### config.mk
export PLATFORM = sky130hd
export DESIGN_NAME = bgr_startup_seq_flat
export DESIGN_NICKNAME = d
export VERILOG_FILES = /design/src/rtl/bgr_startup_seq_if.sv /design/src/rtl/bgr_startup_seq.sv /design/src/flat_wrapper.sv
export SDC_FILE = /design/constraint.sdc
export NUM_CORES = 1
export LEC_CHECK = 0
export BUFFER_PORTS_ARGS = -buffer_cell sky130_fd_sc_hd__buf_2
export CAP_MARGIN = 0
export CORE_UTILIZATION = 59
export DETAILED_ROUTE_END_ITERATION = 8
export GPL_TIMING_DRIVEN = 0
export PLACE_DENSITY = 0.81
export SLEW_MARGIN = 20
export SYNTH_ARGS = -nofsm -noshare
export SYNTH_HDL_FRONTEND = slang
export SYNTH_SLANG_ARGS = --single-unit
### constraint.sdc
create_clock -name clk -period 2.66 [get_ports clk]
set_input_delay 0.133 -clock clk [delete_from_list [all_inputs] [get_ports clk]]
set_output_delay 0.133 -clock clk [all_outputs]
set_load 0.02 [all_outputs]
### src/rtl/bgr_startup_seq_if.sv
// Control/status bundle between the user-project logic and the bandgap start-up sequencer.
// enable is a level request; there is no valid/ready handshake, and status outputs are plain registered levels.
interface bgr_startup_seq_if;
  logic       enable;
  logic       vbg_ok;
  logic       bgr_en;
  logic       porst;
  logic       ready;
  logic       fault;
  logic [1:0] retries;
  logic [2:0] state;

  modport master (
    output enable,
    output vbg_ok,
    input  bgr_en,
    input  porst,
    input  ready,
    input  fault,
    input  retries,
    input  state
  );

  modport slave (
    input  enable,
    input  vbg_ok,
    output bgr_en,
    output porst,
    output ready,
    output fault,
    output retries,
    output state
  );
endinterface

### src/rtl/bgr_startup_seq.sv
// Power-up sequencer for the bandgap reference: porst pulse, settle wait,
// qualification of the synchronized vbg_ok comparator, and bounded retries.
module bgr_startup_seq #(
  parameter int unsigned POR_CYCLES     = 8,
  parameter int unsigned SETTLE_CYCLES  = 500,
  parameter int unsigned TIMEOUT_CYCLES = 1000,
  parameter int unsigned QUAL_CYCLES    = 4,
  parameter int unsigned MAX_RETRIES    = 2
) (
  input logic              clk,
  input logic              resetb,
  bgr_startup_seq_if.slave bgr
);

  typedef enum logic [2:0] {
    ST_OFF    = 3'd0,
    ST_PULSE  = 3'd1,
    ST_SETTLE = 3'd2,
    ST_CHECK  = 3'd3,
    ST_READY  = 3'd4,
    ST_FAULT  = 3'd5
  } state_e;

  localparam logic [15:0] POR_LAST    = 16'(POR_CYCLES - 1);
  localparam logic [15:0] SETTLE_LAST = 16'(SETTLE_CYCLES - 1);
  localparam logic [15:0] TIMEOUT_CNT = 16'(TIMEOUT_CYCLES);
  localparam logic [3:0]  QUAL_CNT    = 4'(QUAL_CYCLES);
  localparam logic [1:0]  RETRY_MAX   = 2'(MAX_RETRIES);

  state_e      r_state;
  state_e      w_state_nxt;
  logic [15:0] r_phase;
  logic [3:0]  r_qcnt;
  logic [1:0]  r_retries;
  logic [1:0]  w_retries_nxt;
  logic        r_sync0;
  logic        r_ok_s;
  logic        r_bgr_en;
  logic        r_porst;
  logic        r_ready;
  logic        r_fault;
  logic        w_fail;
  logic        w_qual_hit;
  logic        w_entry;
  logic [3:0]  w_qcnt_inc;

  // vbg_ok comes straight from an analog comparator
  always_ff @(posedge clk) begin
    if (!resetb) begin
      r_sync0 <= 1'b0;
      r_ok_s  <= 1'b0;
    end else begin
      r_sync0 <= bgr.vbg_ok;
      r_ok_s  <= r_sync0;
    end
  end

  always_comb begin
    w_state_nxt   = r_state;
    w_retries_nxt = r_retries;
    w_fail        = 1'b0;
    w_qual_hit    = (r_qcnt == QUAL_CNT);
    if (!bgr.enable) begin
      w_state_nxt = ST_OFF;
    end else begin
      case (r_state)
        ST_OFF: begin
          w_state_nxt   = ST_PULSE;
          w_retries_nxt = 2'd0;
        end
        ST_PULSE: begin
          if (r_phase == POR_LAST) w_state_nxt = ST_SETTLE;
        end
        ST_SETTLE: begin
          if (r_phase == SETTLE_LAST) w_state_nxt = ST_CHECK;
        end
        ST_CHECK: begin
          // qualification wins a same-cycle tie with the timeout
          if (w_qual_hit) w_state_nxt = ST_READY;
          else if (r_phase == TIMEOUT_CNT) w_fail = 1'b1;
        end
        ST_READY: begin
          if (w_qual_hit) w_fail = 1'b1;
        end
        ST_FAULT: begin
          w_state_nxt = ST_FAULT;
        end
        default: begin
          w_state_nxt = ST_OFF;
        end
      endcase
      if (w_fail) begin
        if (r_retries < RETRY_MAX) begin
          w_retries_nxt = r_retries + 2'd1;
          w_state_nxt   = ST_PULSE;
        end else begin
          w_state_nxt   = ST_FAULT;
        end
      end
    end
  end

  assign w_entry    = (w_state_nxt != r_state);
  assign w_qcnt_inc = (r_qcnt == 4'hF) ? r_qcnt : r_qcnt + 4'd1;

  always_ff @(posedge clk) begin
    if (!resetb) begin
      r_state   <= ST_OFF;
      r_retries <= 2'd0;
    end else begin
      r_state   <= w_state_nxt;
      r_retries <= w_retries_nxt;
    end
  end

  // phase and qualification counters restart on every state entry
  always_ff @(posedge clk) begin
    if (!resetb) begin
      r_phase <= 16'd0;
      r_qcnt  <= 4'd0;
    end else if (w_entry) begin
      r_phase <= 16'd0;
      r_qcnt  <= 4'd0;
    end else begin
      if (r_phase != 16'hFFFF) r_phase <= r_phase + 16'd1;
      case (r_state)
        ST_CHECK: r_qcnt <= r_ok_s ? w_qcnt_inc : 4'd0;
        ST_READY: r_qcnt <= r_ok_s ? 4'd0 : w_qcnt_inc;
        default:  r_qcnt <= 4'd0;
      endcase
    end
  end

  // outputs decode the next state so they move on the same edge as r_state
  always_ff @(posedge clk) begin
    if (!resetb) begin
      r_bgr_en <= 1'b0;
      r_porst  <= 1'b0;
      r_ready  <= 1'b0;
      r_fault  <= 1'b0;
    end else begin
      r_bgr_en <= (w_state_nxt == ST_PULSE) || (w_state_nxt == ST_SETTLE) ||
                  (w_state_nxt == ST_CHECK) || (w_state_nxt == ST_READY);
      r_porst  <= (w_state_nxt == ST_PULSE);
      r_ready  <= (w_state_nxt == ST_READY);
      r_fault  <= (w_state_nxt == ST_FAULT);
    end
  end

  assign bgr.bgr_en  = r_bgr_en;
  assign bgr.porst   = r_porst;
  assign bgr.ready   = r_ready;
  assign bgr.fault   = r_fault;
  assign bgr.retries = r_retries;
  assign bgr.state   = r_state;

endmodule

### src/flat_wrapper.sv
// flat-port wrapper written by rule: the top's interface ports become plain ports
module bgr_startup_seq_flat 
#(
  parameter int unsigned POR_CYCLES     = 8,
  parameter int unsigned SETTLE_CYCLES  = 500,
  parameter int unsigned TIMEOUT_CYCLES = 1000,
  parameter int unsigned QUAL_CYCLES    = 4,
  parameter int unsigned MAX_RETRIES    = 2
)
  (clk, resetb, bgr_enable, bgr_vbg_ok, bgr_bgr_en, bgr_porst, bgr_ready, bgr_fault, bgr_retries, bgr_state);
  bgr_startup_seq_if bgr_i ();
  input logic clk;
  input logic resetb;
  input wire logic [$bits(bgr_i.enable)-1:0] bgr_enable;
  input wire logic [$bits(bgr_i.vbg_ok)-1:0] bgr_vbg_ok;
  output wire logic [$bits(bgr_i.bgr_en)-1:0] bgr_bgr_en;
  output wire logic [$bits(bgr_i.porst)-1:0] bgr_porst;
  output wire logic [$bits(bgr_i.ready)-1:0] bgr_ready;
  output wire logic [$bits(bgr_i.fault)-1:0] bgr_fault;
  output wire logic [$bits(bgr_i.retries)-1:0] bgr_retries;
  output wire logic [$bits(bgr_i.state)-1:0] bgr_state;
  assign bgr_i.enable = bgr_enable;
  assign bgr_i.vbg_ok = bgr_vbg_ok;
  assign bgr_bgr_en = bgr_i.bgr_en;
  assign bgr_porst = bgr_i.porst;
  assign bgr_ready = bgr_i.ready;
  assign bgr_fault = bgr_i.fault;
  assign bgr_retries = bgr_i.retries;
  assign bgr_state = bgr_i.state;
  bgr_startup_seq #(.POR_CYCLES(POR_CYCLES), .SETTLE_CYCLES(SETTLE_CYCLES), .TIMEOUT_CYCLES(TIMEOUT_CYCLES), .QUAL_CYCLES(QUAL_CYCLES), .MAX_RETRIES(MAX_RETRIES)) u_core (.clk(clk), .resetb(resetb), .bgr(bgr_i));
endmodule
==> impl_metrics.ini, run 1 <==
[sta]
rsz0062_at_grt = no
finalClockSkew_ps = 15.7
relSlewSlack_pct = 65.4
setup_viol = 0
whs_ps = 104
worst_slew_pin_slew_ps = 519
fin_crit_sh_pct = 94.3
hold_violations = 0
layout_setup_ws_ps = 153
period_minus_slack_ps = 2510
slew_violations = 0
fin_tns_setup_ps = 0
fmax_mhz = 399

[worst_setup_path]
start_kind = flip-flop
end_kind = flip-flop
r2r_start = u_core.bgr.state[1]$_SDFF_PN0_
rr_worst_depth = 8
setup.worst_path.start = u_core.bgr.state[1]$_SDFF_PN0_
cp_max_fo = 10
cp_data_required_time_ps = 2870
path_class = flip-flop to flip-flop
arrival_ps = 2710

[clock_network]
clockRootBuffer = clkbuf_4
clkSinkCount = 31
insertion_delay_ps = 340
cts_tree = yes
htreeDepth = 2
post-cts-setup-buffers = 0
clock_path_buffers = 2
cts-buffers-inserted = 5
path_clk_slew_ps = 100

[grt]
grt_max_degree = 11
grt_pass1_vias = 1512
grt_use_total_pct = 26.4
grt_overflow = 0
antenna_found_initial = 0
grt_pass1_wl_um = 6440

[yosys]
synth-seq-area-share_pct = 36.8
synth_cell_types = 44
ys_async_sr_fraction_pct = 0
yosys_warnings = 0
netlist_instances = 197
ys.flop_type = dfxtp_1
synth_fa_ha_area_share_pct = 2.97
synth.area.mux_share_pct = 3.05
synth_edf_count = 0
ys_ff_latch = 31
syn-num-nets = 205
synth_compound_area_share_pct = 10.5
synth_top_family_by_area = simple AND/OR/NAND/NOR gates
netlist_area_sq_mm = 0.00168
syn_avg_cell_area_sq_um = 8.55
synthXorXnorAreaFrac_pct = 6.24
synthSimpleGateAreaFrac_pct = 36.3

[finish]
drive_above_1_share_pct = 12.9
n_antenna_cell = 0
final_cell_area_sq_mm = 0.00185
finalNetCount = 225
fillers = 214
area_growth_pct = 9.81

[pwr]
ir_worst_vdd_mv = 0.368
p_per_area_mw_per_mm2 = 442
leakagePower_uw = 0.000661

[route]
vias = 1548
drt_iter0_markers = 71
drtPass1Iterations = 4
routed_wl_um = 3860
route.antenna.remaining_nets = 0
wire_per_inst_um = 15.5
drt-vias-per-instance = 6.24
post-route-drc-count = 0

[place]
io_buffers = 12
dpl_cell_area_sq_mm = 0.00178
dpl.hpwl_um = 2690
post-place-ws_ps = 321
gp_congestion = 0.941

[worst_hold_path]
hp-class = input port to flip-flop
min-delay-start = resetb
whs_path_depth = 2

[die]
die_area_sq_mm = 0.00307
core-area_sq_mm = 0.00273
die_x_um = 55.4
initial_core_util_pct = 61.6
rows = 19
pin_count = 13
die_y_um = 55.4

[outcome]
outcome = finished clean

[flow_run]
cap_violations = 0
[repair_timing]
action | in CTS | in global routing
endpoints found under the hold margin | 1 | 0
resized for setup | 0 | 0
hold buffers | 1 | 0
[report_power, final]
part,switching (uW),internal [uW]
clock network,162,122
registers,4.49,470
logic,37.4,20.3
total,204,613
[cell families after synthesis]
kind of cell	Yosys count
simple gates	105
fa+ha+maj	4
mux	5
flops	31
buf+inv	16
xor+xnor	12
compound gates	24
[final cells by class]
| class | count | area [sq um] | share of cell area [%] |
|---|---|---|---|
| multi-input combinational | 150 | 995 | 53.8 |
| clock buffer | 6 | 51.3 | 2.77 |
| sequential | 31 | 621 | 33.6 |
| clock inverter | 1 | 5.00 | 0.271 |
| timing repair buffer | 13 | 70.1 | 3.79 |
| tap | 31 | 38.8 | 2.10 |
| inverter | 7 | 26.3 | 1.42 |
| buffer | 9 | 42.5 | 2.30 |
[registers in the layout, indices dropped and copies added (netlist names)]
signal	count
u_core.r_sync0	1
u_core.bgr.porst	1
u_core.bgr.ready	1
u_core.r_qcnt	4
u_core.bgr.state	3
u_core.bgr.retries	2
u_core.bgr.fault	1
u_core.r_ok_s	1
u_core.bgr.bgr_en	1
u_core.r_phase	16
[placed cells by master, fill, tap and decap left out, types with 2 or more instances in the layout]
master    count
nand4b_1      3
xnor2_1      10
o21a_1        3
nor2b_1       3
nand2b_1      3
clkbuf_1      7
and2_1        5
o21ai_0       5
nor2_1       14
ha_1          4
and4_1        5
clkbuf_4      5
nand2_1      13
nor4_1        6
a211oi_1      2
nor3_1       18
nor3b_1       4
buf_2        13
dfxtp_1      31
xor2_1        2
inv_1         7
nand4_1       5
a21oi_1       4
nand3b_1      4
nand3_1      10
nor4_2        2
and3_1        4
and3b_1       2
mux2i_1       4
[synth_stat cells (2+ instances only)]
library cell,instances,share of area [%]
xor2_1,2,1.0
and3_1,4,1.5
xnor2_1,10,5.2
and3b_1,2,1.0
nand2_1,13,2.9
mux2i_1,4,2.4
nor4_2,2,1.5
nor2b_1,3,1.1
nand2b_1,3,1.1
dfxtp_1,31,37
nor2_1,14,3.1
and2_1,5,1.9
nor4_1,6,2.2
nand4b_1,3,1.6
ha_1,4,3.0
o21ai_0,5,1.5
nor3_1,18,5.3
nand3_1,10,3.0
nand3b_1,4,1.8
and4_1,5,2.6
nand4_1,5,1.9
clkbuf_1,7,1.6
a21oi_1,4,1.2
o21a_1,3,1.3
inv_1,7,1.6
a211oi_1,2,0.89
nor3b_1,4,1.8
[routing by layer]
metal | wire [um] | global-route usage [%] | part of all wire (%)
met4 | 75 | 13.6 | 1.9
met1 | 1680 | 31.5 | 44
met3 | 171 | 7.26 | 4.4
met2 | 1930 | 43.4 | 50
met5 | 0 | 0 | 0
[per-stage QoR]
stage | util, % | instances | power [uW]
after floorplan | - | 197 | 523
after global placement | 65.2 | 240 | 538
after detailed placement | 65.2 | 240 | 541
after CTS | 67.6 | 248 | 820
after global routing | 67.6 | 248 | 847
final | 67.6 | 248 | 817
[critical path, stage by stage, from the launching register on]
cell      delay (ps)
dfxtp_1          340
clkbuf_1         360
nor3b_1          380
nand4_1          180
o21ai_1          450
a21oi_4           90
o221ai_2         220
buf_2            260
nor3_1            90
[worst paths after layout]
path | end | slack, ps
worst max-delay path | u_core.r_phase[1]$_SDFFE_PP0P_ | 150
worst min-delay path | u_core.r_ok_s$_SDFF_PN0_ | 100
worst max register to register | u_core.r_phase[1]$_SDFFE_PP0P_ | 150
worst min register to register | u_core.r_ok_s$_SDFF_PN0_ | 440
(Power assumes the default switching activity.)
==> run 2, diff against run 1 <==
--- a/config.mk
+++ b/config.mk
@@ -11,5 +11,5 @@
 export DETAILED_ROUTE_END_ITERATION = 8
 export GPL_TIMING_DRIVEN = 0
-export PLACE_DENSITY = 0.81
+export PLACE_DENSITY = 0.79
 export SLEW_MARGIN = 20
 export SYNTH_ARGS = -nofsm -noshare
==> constraint.sdc (replaced) <==
create_clock -name clk -period 2.66 [get_ports clk]
set_input_delay 0.133 -clock clk [delete_from_list [all_inputs] [get_ports clk]]
set_output_delay 0.133 -clock clk [all_outputs]
set_load 0.005 [all_outputs]
==> impl_metrics.ini, run 2 (same netlist as run 1, synthesis figures left out) <==
[route]
vias = 1528
drt-vias-per-instance = 6.14
route.antenna.remaining_nets = 0
post-route-drc-count = 0
drtPass1Iterations = 4
routed_wl_um = 3790
drt_iter0_markers = 75
wire_per_inst_um = 15.2

[sta]
slew_violations = 0
fin_crit_sh_pct = 92.3
rsz0062_at_grt = no
period_minus_slack_ps = 2450
whs_ps = 101
hold_violations = 0
finalClockSkew_ps = 13.0
fin_tns_setup_ps = 0
fmax_mhz = 407
setup_viol = 0
relSlewSlack_pct = 66.4
worst_slew_pin_slew_ps = 500

[die]
initial_core_util_pct = 61.6
core-area_sq_mm = 0.00273
pin_count = 13
die_y_um = 55.4
rows = 19
die_area_sq_mm = 0.00307
die_x_um = 55.4

[worst_setup_path]
cp_data_required_time_ps = 2880
cp_max_fo = 10
cp_num_buf_inv = 2
end_kind = flip-flop
cpMaxStageDelayCell = o21ai_1
start_kind = flip-flop
arrival_ps = 2670
path_class = flip-flop to flip-flop
max_stage_delay_ps = 460
cp_cell_sequence = clkbuf_1, nor3b_1, nand4_1, o21ai_1, a21oi_4, o221ai_2, buf_2, nor3_1
cpLargestDelayFamily = compound AO/OA/AOI/OAI gates

[grt]
grt_overflow = 0
grt_pass1_vias = 1443
grt_use_total_pct = 27.0
grt_max_degree = 11
antenna_found_initial = 0
grt_pass1_wl_um = 6430

[flow_run]
cap_violations = 0

[clock_network]
cts-buffers-inserted = 5
htreeDepth = 2
cts_resized = 0
post-cts-setup-buffers = 0
path_clk_slew_ps = 90
clock_path_buffers = 2
clkSinkCount = 31
clockRootBuffer = clkbuf_4
insertion_delay_ps = 350
cts_tree = yes
postCtsHoldBufs = 1

[place]
gp_congestion = 0.869
dpl_cell_area_sq_mm = 0.00178
io_buffers = 12
dpl.hpwl_um = 2690

[worst_hold_path]
hp-class = input port to flip-flop

[finish]
n_antenna_cell = 0
final_cell_mix = dfxtp_1 (31), nor3_1 (18), nor2_1 (14), nand2_1 (13), buf_2 (13)
final_cell_area_sq_mm = 0.00184
largest-register = u_core.r_phase
final_util_pct = 67.4
drive_above_1_share_pct = 12.4
area_growth_pct = 9.44
finalNetCount = 225
final_common_cell = dfxtp_1
largest_reg_flops = 16

[pwr]
leakagePower_uw = 0.000656
ir_worst_vdd_mv = 0.413
p_per_area_mw_per_mm2 = 431

[outcome]
outcome = finished clean
[run 2: cell type report]
| class | count | area (sq um) |
|---|---|---|
| clock buffer | 7 | 45.0 |
| buffer | 9 | 42.5 |
| timing repair buffer | 13 | 70.1 |
| inverter | 7 | 26.3 |
| sequential | 31 | 621 |
| tap | 31 | 38.8 |
| multi-input combinational | 150 | 995 |
| fill | 241 | 891 |
| clock inverter | 1 | 5.00 |
[run 2: report_power, final]
| group | total, uW | switching [uW] | leakage [uW] | internal (uW) |
|---|---|---|---|---|
| combinational | 55.2 | 35.0 | 0.000376 | 20.2 |
| clock | 265 | 162 | 0.0000293 | 103 |
| sequential | 475 | 4.56 | 0.000251 | 470 |
[run 2: path summary, 6_finish.rpt]
kind / from / to / slack (ps) / cells after the start
setup / recovery: u_core.bgr.state[1]$_SDFF_PN0_ / u_core.r_phase[0]$_SDFFE_PP0P_ / 210 / 8
hold / removal: resetb / u_core.bgr.state[1]$_SDFF_PN0_ / 100 / 2
setup reg to reg: u_core.bgr.state[1]$_SDFF_PN0_ / u_core.r_phase[0]$_SDFFE_PP0P_ / 210 / 8
hold reg to reg: u_core.r_sync0$_SDFF_PN0_ / u_core.r_ok_s$_SDFF_PN0_ / 460 / 1
[run 2: metal layers]
metal,global-route usage [%],wire [um]
met1,32.8,1730
met2,42.2,1810
met3,9.37,165
met5,0,0
met4,13.6,88
[run 2: worst register-to-register path: cells and delay by family, from the launching register on]
family / cells / cell delay [ps]
buf+inv: 2 / 610
flops: 1 / 340
compound gates: 3 / 800
simple gates: 3 / 590
[run 2: stage by stage]
stage | total power, uW | std cells | worst slack [ps]
2_1_floorplan | 520 | 197 | 682
3_3_place_gp | 536 | 240 | 402
3_5_place_dp | 539 | 240 | 295
4_1_cts | 795 | 249 | 275
5_1_grt | 829 | 249 | 5.96
6_report | 795 | 249 | 206
==> run 3, diff against run 2 <==
Settings changed: CORE_MARGIN from default to 3.
==> impl_metrics.ini, run 3 (same netlist as run 1, synthesis figures left out) <==
[outcome]
outcome = finished clean

[route]
wire_per_inst_um = 14.5
routed_wl_um = 3560
post-route-drc-count = 0
route.antenna.remaining_nets = 0
vias = 1500
drt-vias-per-instance = 6.10
drtPass1Iterations = 4
drt_iter0_markers = 123

[sta]
fmax_mhz = 427
relSlewSlack_pct = 64.4
layout_setup_ws_ps = 317
slew_violations = 0
fin_crit_sh_pct = 88.1
finalClockSkew_ps = 12.0
whs_ps = 13.0
fin_tns_setup_ps = 0
period_minus_slack_ps = 2340
setup_viol = 0
hold_violations = 0
rsz0062_at_grt = no
worst_slew_pin_slew_ps = 533

[die]
die_area_sq_mm = 0.00353
rows = 18
die_x_um = 59.4
initial_core_util_pct = 65.0
pin_count = 13
core-area_sq_mm = 0.00259
die_y_um = 59.4

[place]
gp_congestion = 0.872
io_buffers = 12
post-place-ws_ps = 339
dpl.hpwl_um = 2610

[clock_network]
insertion_delay_ps = 330
cts_resized = 0
cts_tree = yes
clock_path_buffers = 2
cts-buffers-inserted = 5
htreeDepth = 2
clkSinkCount = 31
post-cts-setup-buffers = 0
clockRootBuffer = clkbuf_4
path_clk_slew_ps = 90
postCtsHoldBufs = 0

[finish]
final_common_cell = dfxtp_1
final_cell_mix = dfxtp_1 (31), nor3_1 (18), nor2_1 (14), nand2_1 (13), buf_2 (13)
n_antenna_cell = 0
area_growth_pct = 9.14
largest_reg_flops = 16
finalNetCount = 224
largest-register = u_core.r_phase
drive_above_1_share_pct = 13.0
fillers = 223

[grt]
grt_pass1_wl_um = 6270
grt_use_total_pct = 23.5
grt_overflow = 0
grt_pass1_vias = 1426
antenna_found_initial = 0
grt_max_degree = 11

[worst_setup_path]
path_class = flip-flop to flip-flop
cp_data_required_time_ps = 2850
setup.worst_path.start = u_core.bgr.state[1]$_SDFF_PN0_
arrival_ps = 2530
start_kind = flip-flop
r2r_end = u_core.r_phase[0]$_SDFFE_PP0P_
cp_max_fo = 10
r2r_start = u_core.bgr.state[1]$_SDFF_PN0_
crit_end = u_core.r_phase[0]$_SDFFE_PP0P_
end_kind = flip-flop
rr_worst_depth = 8
ff2ff_setup_slack_ps = 320

[pwr]
leakagePower_uw = 0.000657
ir_worst_vdd_mv = 0.376
total_power_uw = 801
p_per_area_mw_per_mm2 = 436

[flow_run]
cap_violations = 0

[worst_hold_path]
hp-class = input port to flip-flop
min-delay-start = bgr_vbg_ok
## run 3: cell types whose count changed in the layout (fill, tap and decap cells not counted)
cell,before,now
dlygate4sd3_1,1,0
clkbuf_1,9,7
clkbuf_8,0,1
## run 3: per-layer routing
layer | track usage [%] | share of wire, %
met1 | 29.3 | 46
met2 | 38.4 | 48
met3 | 5.88 | 4.5
met4 | 9.71 | 1.8
met5 | 0 | 0
## run 3: worst min path at each step
stage	end	depth (start not counted)
after global placement	u_core.r_sync0$_SDFF_PN0_	2
after detailed placement	u_core.r_sync0$_SDFF_PN0_	2
after global routing	u_core.r_sync0$_SDFF_PN0_	2
after floorplan	u_core.bgr.state[1]$_SDFF_PN0_	1
after CTS	u_core.r_sync0$_SDFF_PN0_	2
final	u_core.r_sync0$_SDFF_PN0_	2
## run 3: through the flow
stage	area [sq um]	instances	utilization [%]
2_1_floorplan	1680	197	-
3_3_place_gp	1780	239	68.8
3_5_place_dp	1780	239	68.8
4_1_cts	1840	246	71.0
5_1_grt	1840	246	71.0
6_report	1840	246	71.0
## run 3: final cells by class
class,count,area [sq um],share of cell area (%)
Multi-Input combinational cell,150,995,54.1
Tap cell,30,37.5,2.04
Buffer,9,42.5,2.31
Clock buffer,6,51.3,2.79
Clock inverter,1,5.00,0.272
Inverter,7,26.3,1.43
Sequential cell,31,621,33.8
Timing Repair Buffer,12,60.1,3.27
## run 3: where the power goes
group | total (uW) | leakage [uW] | switching [uW] | internal, uW
combinational | 53.1 | 0.000371 | 34.0 | 19.1
sequential | 475 | 0.000251 | 4.52 | 470
clock | 273 | 0.0000341 | 151 | 122
## run 3: worst max-delay path, stage by stage (launching register included)
cell	delay (ps)
dfxtp_1	330
clkbuf_1	330
nor3b_1	300
nand4_1	160
o21ai_1	420
a21oi_4	80
o221ai_2	210
buf_2	260
nor3_1	100
